**config.mk**
```make
export PLATFORM = sky130hd
export DESIGN_NAME = alu_issue
export DESIGN_NICKNAME = d
export VERILOG_FILES = /design/src/rtl/alu_issue.sv
export SDC_FILE = /design/constraint.sdc
export NUM_CORES = 1
export LEC_CHECK = 0
export BUFFER_PORTS_ARGS = -buffer_cell sky130_fd_sc_hd__buf_2
export CAP_MARGIN = 40
export CORE_ASPECT_RATIO = 0.5
export CORE_MARGIN = 10
export CORE_UTILIZATION = 35
export DETAILED_ROUTE_END_ITERATION = 8
export PLACE_DENSITY = 0.53
export RECOVER_POWER = 50
export SYNTH_ARGS = -nofsm -noshare
export SYNTH_HDL_FRONTEND = slang
export SYNTH_SLANG_ARGS = --single-unit
export TNS_END_PERCENT = 20
```
**constraint.sdc**
```tcl
create_clock -name clk -period 21.6 [get_ports clk]
set_clock_uncertainty 0.15 [all_clocks]
set_input_delay 2.16 -clock clk [delete_from_list [all_inputs] [get_ports clk]]
set_output_delay 2.16 -clock clk [all_outputs]
set_load 0.01 [all_outputs]
```
**src/rtl/alu_issue.sv**
```systemverilog
// alu_issue: in-order issue sequencer in front of the CPU ALU.
// Buffers 16-bit reg-reg instruction words in a small FIFO. Reads operands
// from a 16x16 register file and drives the ALU operands. Waits out the ALU
// latency, then writes the result back with a one-cycle writeback pulse.
//
// Ports:
//   clk, resetn             clock; asynchronous reset, asserted high
//   in_valid/in_ready       instruction handshake; in_instr = {op, rd, rs, rt}
//   ld_valid/ld_addr/ld_data direct register-file write
//   alu_ctrl/alu_a/alu_b    registered ALU operands; alu_y is the ALU result
//   wb_valid/wb_addr/wb_data one-cycle writeback pulse
//   busy                    sequencer active or FIFO non-empty
//   dbg_addr/dbg_data       combinational register-file read

package alu_issue_pkg;
    localparam int unsigned DATA_W = 16;
    localparam int unsigned REG_AW = 4;
    localparam int unsigned OP_W   = 4;

    localparam logic [OP_W-1:0] ALU_OP_ADD = 4'h0;
    localparam logic [OP_W-1:0] ALU_OP_SUB = 4'h1;
    localparam logic [OP_W-1:0] ALU_OP_AND = 4'h2;
    localparam logic [OP_W-1:0] ALU_OP_OR  = 4'h3;
    localparam logic [OP_W-1:0] ALU_OP_XOR = 4'h4;

    typedef struct packed {
        logic [OP_W-1:0]   op;
        logic [REG_AW-1:0] rd;
        logic [REG_AW-1:0] rs;
        logic [REG_AW-1:0] rt;
    } instr_t;
endpackage

module alu_issue #(
    parameter int unsigned DEPTH   = 4,
    parameter int unsigned ALU_LAT = 1
) (
    input  logic                               clk,
    input  logic                               resetn,
    input  logic                               in_valid,
    output logic                               in_ready,
    input  logic [15:0]                        in_instr,
    input  logic                               ld_valid,
    input  logic [alu_issue_pkg::REG_AW-1:0]   ld_addr,
    input  logic [alu_issue_pkg::DATA_W-1:0]   ld_data,
    output logic [alu_issue_pkg::OP_W-1:0]     alu_ctrl,
    output logic [alu_issue_pkg::DATA_W-1:0]   alu_a,
    output logic [alu_issue_pkg::DATA_W-1:0]   alu_b,
    input  logic [alu_issue_pkg::DATA_W-1:0]   alu_y,
    output logic                               wb_valid,
    output logic [alu_issue_pkg::REG_AW-1:0]   wb_addr,
    output logic [alu_issue_pkg::DATA_W-1:0]   wb_data,
    output logic                               busy,
    input  logic [alu_issue_pkg::REG_AW-1:0]   dbg_addr,
    output logic [alu_issue_pkg::DATA_W-1:0]   dbg_data
);
    import alu_issue_pkg::*;

    localparam int unsigned PTR_W  = (DEPTH > 1) ? $clog2(DEPTH) : 1;
    localparam int unsigned CNT_W  = $clog2(DEPTH + 1);
    localparam int unsigned LAT_W  = (ALU_LAT > 0) ? $clog2(ALU_LAT + 1) : 1;
    localparam int unsigned NREGS  = 1 << REG_AW;

    typedef enum logic [1:0] {ST_IDLE, ST_EXEC, ST_WB} state_t;

    state_t              state;
    state_t              state_nxt;
    logic                pop;
    logic                capture;
    logic                cnt_dec;
    logic                push;

    logic [15:0]         fifo_mem [DEPTH];
    logic [PTR_W-1:0]    wr_ptr;
    logic [PTR_W-1:0]    rd_ptr;
    logic [CNT_W-1:0]    fifo_cnt;
    instr_t              head;

    logic [DATA_W-1:0]   rf [NREGS];
    logic [REG_AW-1:0]   rd_q;
    logic [LAT_W-1:0]    cnt;

    // Ready is a pure function of occupancy: no push while full, even on a pop.
    assign in_ready = (fifo_cnt < CNT_W'(DEPTH));
    assign push     = in_valid && in_ready;
    assign head     = instr_t'(fifo_mem[rd_ptr]);
    assign busy     = (state != ST_IDLE) || (fifo_cnt != '0);
    assign dbg_data = rf[dbg_addr];

    // FSM state register
    always_ff @(posedge clk or posedge resetn) begin
        if (resetn) begin
            state <= ST_IDLE;
        end else begin
            state <= state_nxt;
        end
    end

    // FSM next-state and control strobes
    always_comb begin
        state_nxt = state;
        pop       = 1'b0;
        capture   = 1'b0;
        cnt_dec   = 1'b0;
        case (state)
            ST_IDLE: begin
                if (fifo_cnt != '0) begin
                    pop       = 1'b1;
                    state_nxt = ST_EXEC;
                end
            end
            ST_EXEC: begin
                if (cnt == '0) begin
                    capture   = 1'b1;
                    state_nxt = ST_WB;
                end else begin
                    cnt_dec = 1'b1;
                end
            end
            ST_WB: begin
                state_nxt = ST_IDLE;
            end
            default: begin
                state_nxt = ST_IDLE;
            end
        endcase
    end

    // FIFO storage; contents are meaningless once pointers are reset
    always_ff @(posedge clk) begin
        if (push) begin
            fifo_mem[wr_ptr] <= in_instr;
        end
    end

    // FIFO pointers and occupancy
    always_ff @(posedge clk or posedge resetn) begin
        if (resetn) begin
            wr_ptr   <= '0;
            rd_ptr   <= '0;
            fifo_cnt <= '0;
        end else begin
            if (push) begin
                wr_ptr <= wr_ptr + PTR_W'(1);
            end
            if (pop) begin
                rd_ptr <= rd_ptr + PTR_W'(1);
            end
            case ({push, pop})
                2'b10:   fifo_cnt <= fifo_cnt + CNT_W'(1);
                2'b01:   fifo_cnt <= fifo_cnt - CNT_W'(1);
                default: fifo_cnt <= fifo_cnt;
            endcase
        end
    end

    // Issue operands, latency counter and writeback outputs
    always_ff @(posedge clk or posedge resetn) begin
        if (resetn) begin
            alu_ctrl <= '0;
            alu_a    <= '0;
            alu_b    <= '0;
            rd_q     <= '0;
            cnt      <= '0;
            wb_valid <= 1'b0;
            wb_addr  <= '0;
            wb_data  <= '0;
        end else begin
            wb_valid <= capture;
            if (pop) begin
                alu_ctrl <= head.op;
                alu_a    <= rf[head.rs];
                alu_b    <= rf[head.rt];
                rd_q     <= head.rd;
                cnt      <= LAT_W'(ALU_LAT);
            end else if (cnt_dec) begin
                cnt <= cnt - LAT_W'(1);
            end
            if (capture) begin
                wb_addr <= rd_q;
                wb_data <= alu_y;
            end
        end
    end

    // Register file; r0 is never written. Writeback is last so it wins a collision.
    always_ff @(posedge clk or posedge resetn) begin
        if (resetn) begin
            for (int i = 0; i < int'(NREGS); i++) begin
                rf[i] <= '0;
            end
        end else begin
            if (ld_valid && (ld_addr != '0)) begin
                rf[ld_addr] <= ld_data;
            end
            if (capture && (rd_q != '0)) begin
                rf[rd_q] <= alu_y;
            end
        end
    end

endmodule

```
* Word-level counts from Yosys, hierarchy flattened
Memories as Yosys holds them, arrays and structs flattened. Cells that the tools add are included.
Storage, ports and cells: bits in registers 327, bits in latches 0, bits in writable memories 64, memory bits (read-only) 0, input port bits 60, output and inout port bits 75, logic and storage cells 97, memories kept 1
Memories:
- fifo_mem | depth 4, width 16, rd ports 1, clocked after memory_dff 0, wr ports 1, RTL line 73 | logic [15:0] fifo_mem [DEPTH];
Operators by class: add/sub/neg operators 5, multiply operators 0, div/mod/pow operators 0, order comparisons 8, eq/ne operators 5, shift operators 0, multiplexer cells 31, bitwise gates (word level) 5, reductions and logical operators 14
Operator list (count):
- bitwise mux 256 bit | 2
- two-way mux 256 bit | 2
- binary-select mux 16 bit (select 4 bit) | 3
- demux 16 bit (select 4 bit) | 2
- two-way mux 16 bit | 8
- greater-or-equal comparator 5 bit, second input constant | 5
- NOT 4 -> 5 bit | 5
- < comparator 5 x 1 -> 1 bit, second input constant | 2
- two-way mux 1 bit | 10
- nonzero test 4 bit | 2
- case mux 3 bit (2 select lines) | 1
- nonzero test 2 bit | 3
- logical AND 1 bit | 5
- adder 2 x 1 -> 2 bit, second input constant | 2
- == test 2 x 1 -> 1 bit, second input constant | 2
- two-way mux 2 bit | 2
- inequality test 2 bit, second input constant | 2
- case mux 2 bit (2 select lines) | 1
- adder 3 x 1 -> 3 bit, second input constant | 1
- < comparator 3 bit, second input constant | 1
- nonzero test 3 bit | 1
- subtractor 3 x 1 -> 3 bit, second input constant | 1
- == test 2 bit, second input constant | 1
- logical NOT 2 bit | 1
- 3 further kinds | 3

* Longest topological paths before layout
depth in word-level cells 9, depth in mapped cells 11, depth with buffers taken out 9

* Worst setup path before layout
OpenSTA, ideal clock, no wires.
path type input -> output, from input port dbg_addr[0] (netlist bit), to output port dbg_data[0] (netlist bit), arrival 3.695 ns, data required time 19.290 ns, path slack 15.595 ns, stages on the path 4, path buffers 2, cell sequence buf_2 -> buf_2 -> mux4_2 -> mux4_2
On the way: cells in the longest elaborated chain, start to end 4
RTL lines:
- from (decl) | RTL line 54 | input logic [alu_issue_pkg::REG_AW-1:0] dbg_addr,
- NOT 4 -> 5 bit (implied by the code) | RTL line 88 | assign dbg_data = rf[dbg_addr];
- binary-select mux 16 bit (select 4 bit) | RTL line 88
- two-way mux 16 bit (implied by the code) (2 in series) | RTL line 88
- to (decl) | RTL line 55 | output logic [alu_issue_pkg::DATA_W-1:0] dbg_data
Every way passes these cells. The select of a mux whose other input is x is not followed.

* Worst setup path after layout
from input port dbg_addr[0] (netlist bit), to output port dbg_data[13] (netlist bit)
The elaborated chain is that of the path after synthesis.

==> run summary <==
Outcome = complete, but fails checks
Violated checks = max-capacitance violations, max-slew violations
# resized after CTS = 0
Sequential share of the synthesized area = 43.7%
Crit path kind = in2out
Worst hold path type = reg2reg
Root buffer cell = clkbuf_16
CTS Buf Count = 41
DRT Pass-1 Iters = 5
Via count of the routed design = 18,000
Placement Cell Area = 24,500 um^2
Synth warnings = 0
Ys flop type = dfrtp_1
Max-Cap Viols = 15
Die area = 77,400 um^2
Design Area, Final = 25,800 um^2
WL final = 88.4 mm
Min Clock Period, post-route = 6.81 ns
# setup viols final = 0
Fin Hold WS = 0.278 ns
Global-route wire length before repair = 127 mm
Highest Clock Rate = 147 MHz
Clock Sinks = 391
Critical path fanouts, max = 36
CTS H-tree depth = 2
Total power = 0.00417 W
Arrival @ worst endpoint = 4.50 ns
Setup_tns = 0 ns
Routed len/inst = 28.4 um
Initial DRC count = 1,995
Worst-skew pair later-pin latency = 0.58 ns
Worst Setup End Kind = output port
Library cells used by synthesis = 34
Least-Margin Pin Slew = 5.08 ns
CTS Hold Bufs = 0
Postcts setup bufs = 0
Number of global-route vias before repair = 17,200
Share of cells above drive strength 1 = 16.1%
Nets@finish = 2,249
Chip Height = 202 um
Peak supply drop = 0.000153 V
Initial antenna violation count = 15
CTS tree = done
Row count = 66
GRT Overall Usage = 22.2%
Die W = 384 um
Grt ovf = 0
Antenna viol nets, final = 0
Critical Path Source Type = primary input
#FFs+latches synth = 391
Initial Util = 35.5%
Largest net degree at the start of global routing = 163
Number of vias per cell = 5.78
Area Overhead vs Synth = 11.7%
Post-synth EDFFs = 64
Post-DP HPWL = 53.7 mm
Clk slew on worst S/H paths = 0.06 ns
Synthesized area = 23,100 um^2
Worst EP required = 19.29 ns
Average cell area after synthesis = 10.6 um^2
# IOs = 135
Cell Pwr Density = 161 nW/um^2
Tcrit/Tclk final = 31.5%
RSZ-0062 raised after global routing = no
Syn Nets = 2,244
Cells after Synth = 2,178
Gpl congestion = 0.837
Slew Limit Fails = 391
Worst relative slew slack = -239%
Leakage power = 11.1 nW
Core region area = 65,200 um^2
Clk buf depth = 3
Fin util = 39.6%
Final hold viol count = 0
PortBufs = 134
DRC = 0
Asr flop ratio synth = 83.6%
==> cell usage in the layout (no fill, tap or decap), drive strengths merged, types with 8 or more instances in the layout <==
cell type  netlist  layout
nand3           67      67
edfxtp          64      64
and2            10      10
buf            122     163
nand4           33      33
a22oi           96      96
nor2b            9       9
a21oi          192     192
nor2           211     211
mux2i          497     497
clkbuf         113      88
nand2b           8       8
nand2          238     238
or3              8       8
dfrtp          327     327
clkinv           0      14
diode            0      10
o21ai           50      50
mux4            96      96
inv             12      12
==> worst max-delay path, cell delays in order <==
cell and delay, ns:
buf_4 0.33, buf_4 0.36, buf_16 0.30, mux4_2 0.54, mux4_2 0.57, buf_2 0.18
==> report_power, final <==
| part | leakage, nW | switching, W | internal [W] |
|---|---|---|---|
| clock network | 0.694 | 0.000333 | 0.000442 |
| logic | 5.90 | 0.00115 | 0.000843 |
| registers | 4.48 | 0.000332 | 0.00107 |
==> logic make-up (layout without fill, tap and decap cells) <==
family	count (synthesis)	after routing	synth area share, %
simple gates	597	597	11.1
mux	593	593	30.9
flops	391	391	43.7
compound gates	338	338	8.35
buf+inv	247	285	5.42
fa+ha+maj	6	6	0.357
xor+xnor	6	6	0.227
other cells	0	10	0
==> final timing paths <==
kind	from	end	slack (ns)	cells past startpoint
hold / removal	rf[247]$_DFF_PP0_	rf[247]$_DFF_PP0_	0.28	0
setup reg to reg	fifo_cnt[0]$_DFFE_PP0P_	fifo_cnt[2]$_DFFE_PP0P_	15.55	10
setup / recovery	dbg_addr[0]	dbg_data[13]	14.79	6
max in group asynchronous	resetn	alu_a[1]$_DFFE_PP0P_	15.66	5
min in group asynchronous	resetn	wr_ptr[0]$_DFFE_PP0P_	2.91	2
hold reg to reg	rf[247]$_DFF_PP0_	rf[247]$_DFF_PP0_	0.28	0
==> stage by stage <==
| stage | std cells | worst slack, ns |
|---|---|---|
| after CTS | 3098 | 14.75 |
| final | 3110 | 14.79 |
| after detailed placement | 3022 | 14.75 |
| after global routing | 3109 | 14.65 |
| after global placement | 3010 | 14.57 |
| after floorplan | 2178 | 10.24 |
==> Yosys cell counts (5+ instances only) <==
library cell	count	area, um^2
nand2_1	238	893
nor2b_1	9	56.3
inv_1	12	45.0
nor2_2	9	56.3
nand2b_1	8	50.1
o21ai_0	50	250
buf_2	60	300
buf_1	23	86.3
ha_1	5	62.6
buf_6	27	304
nand3b_1	5	37.5
dfrtp_1	327	8180
mux2i_1	497	4970
nand4_1	33	206
nor2_1	202	758
buf_4	12	90.1
xnor2_1	5	43.8
and2_1	10	62.6
mux4_2	96	2160
or3_1	8	50.1
a21oi_1	192	961
clkbuf_1	110	413
a22oi_1	96	721
edfxtp_1	64	1920
nand3_1	67	335
==> registers in the layout (all words and copies together), names as in the netlist <==
name and flops:
rf 256, alu_b 16, wb_addr 4, cnt 1, state 2, wr_ptr 2
fifo_mem 64, fifo_cnt 3, alu_a 16, alu_ctrl 4, rd_q 4, wb_valid 1
rd_ptr 2, wb_data 16
==> routing by layer <==
layer / global-route usage (%) / up-vias / share of wire, %
met2: 32.0 / 926 / 43
met4: 7.86 / 0 / 3.0
met5: 0 / - / 0
met3: 5.62 / 145 / 9.8
met1: 31.7 / 9021 / 44
li1: - / 7875 / -
==> cell type report <==
class,count,area [um^2]
Fill cell,6408,39400
Timing Repair Buffer,197,1240
Inverter,12,46.3
Sequential cell,391,10100
Antenna cell,10,25.0
Multi-Input combinational cell,1540,11900
Clock inverter,22,243
Clock buffer,54,1170
Tap cell,884,1110
(Power assumes the default switching activity.)
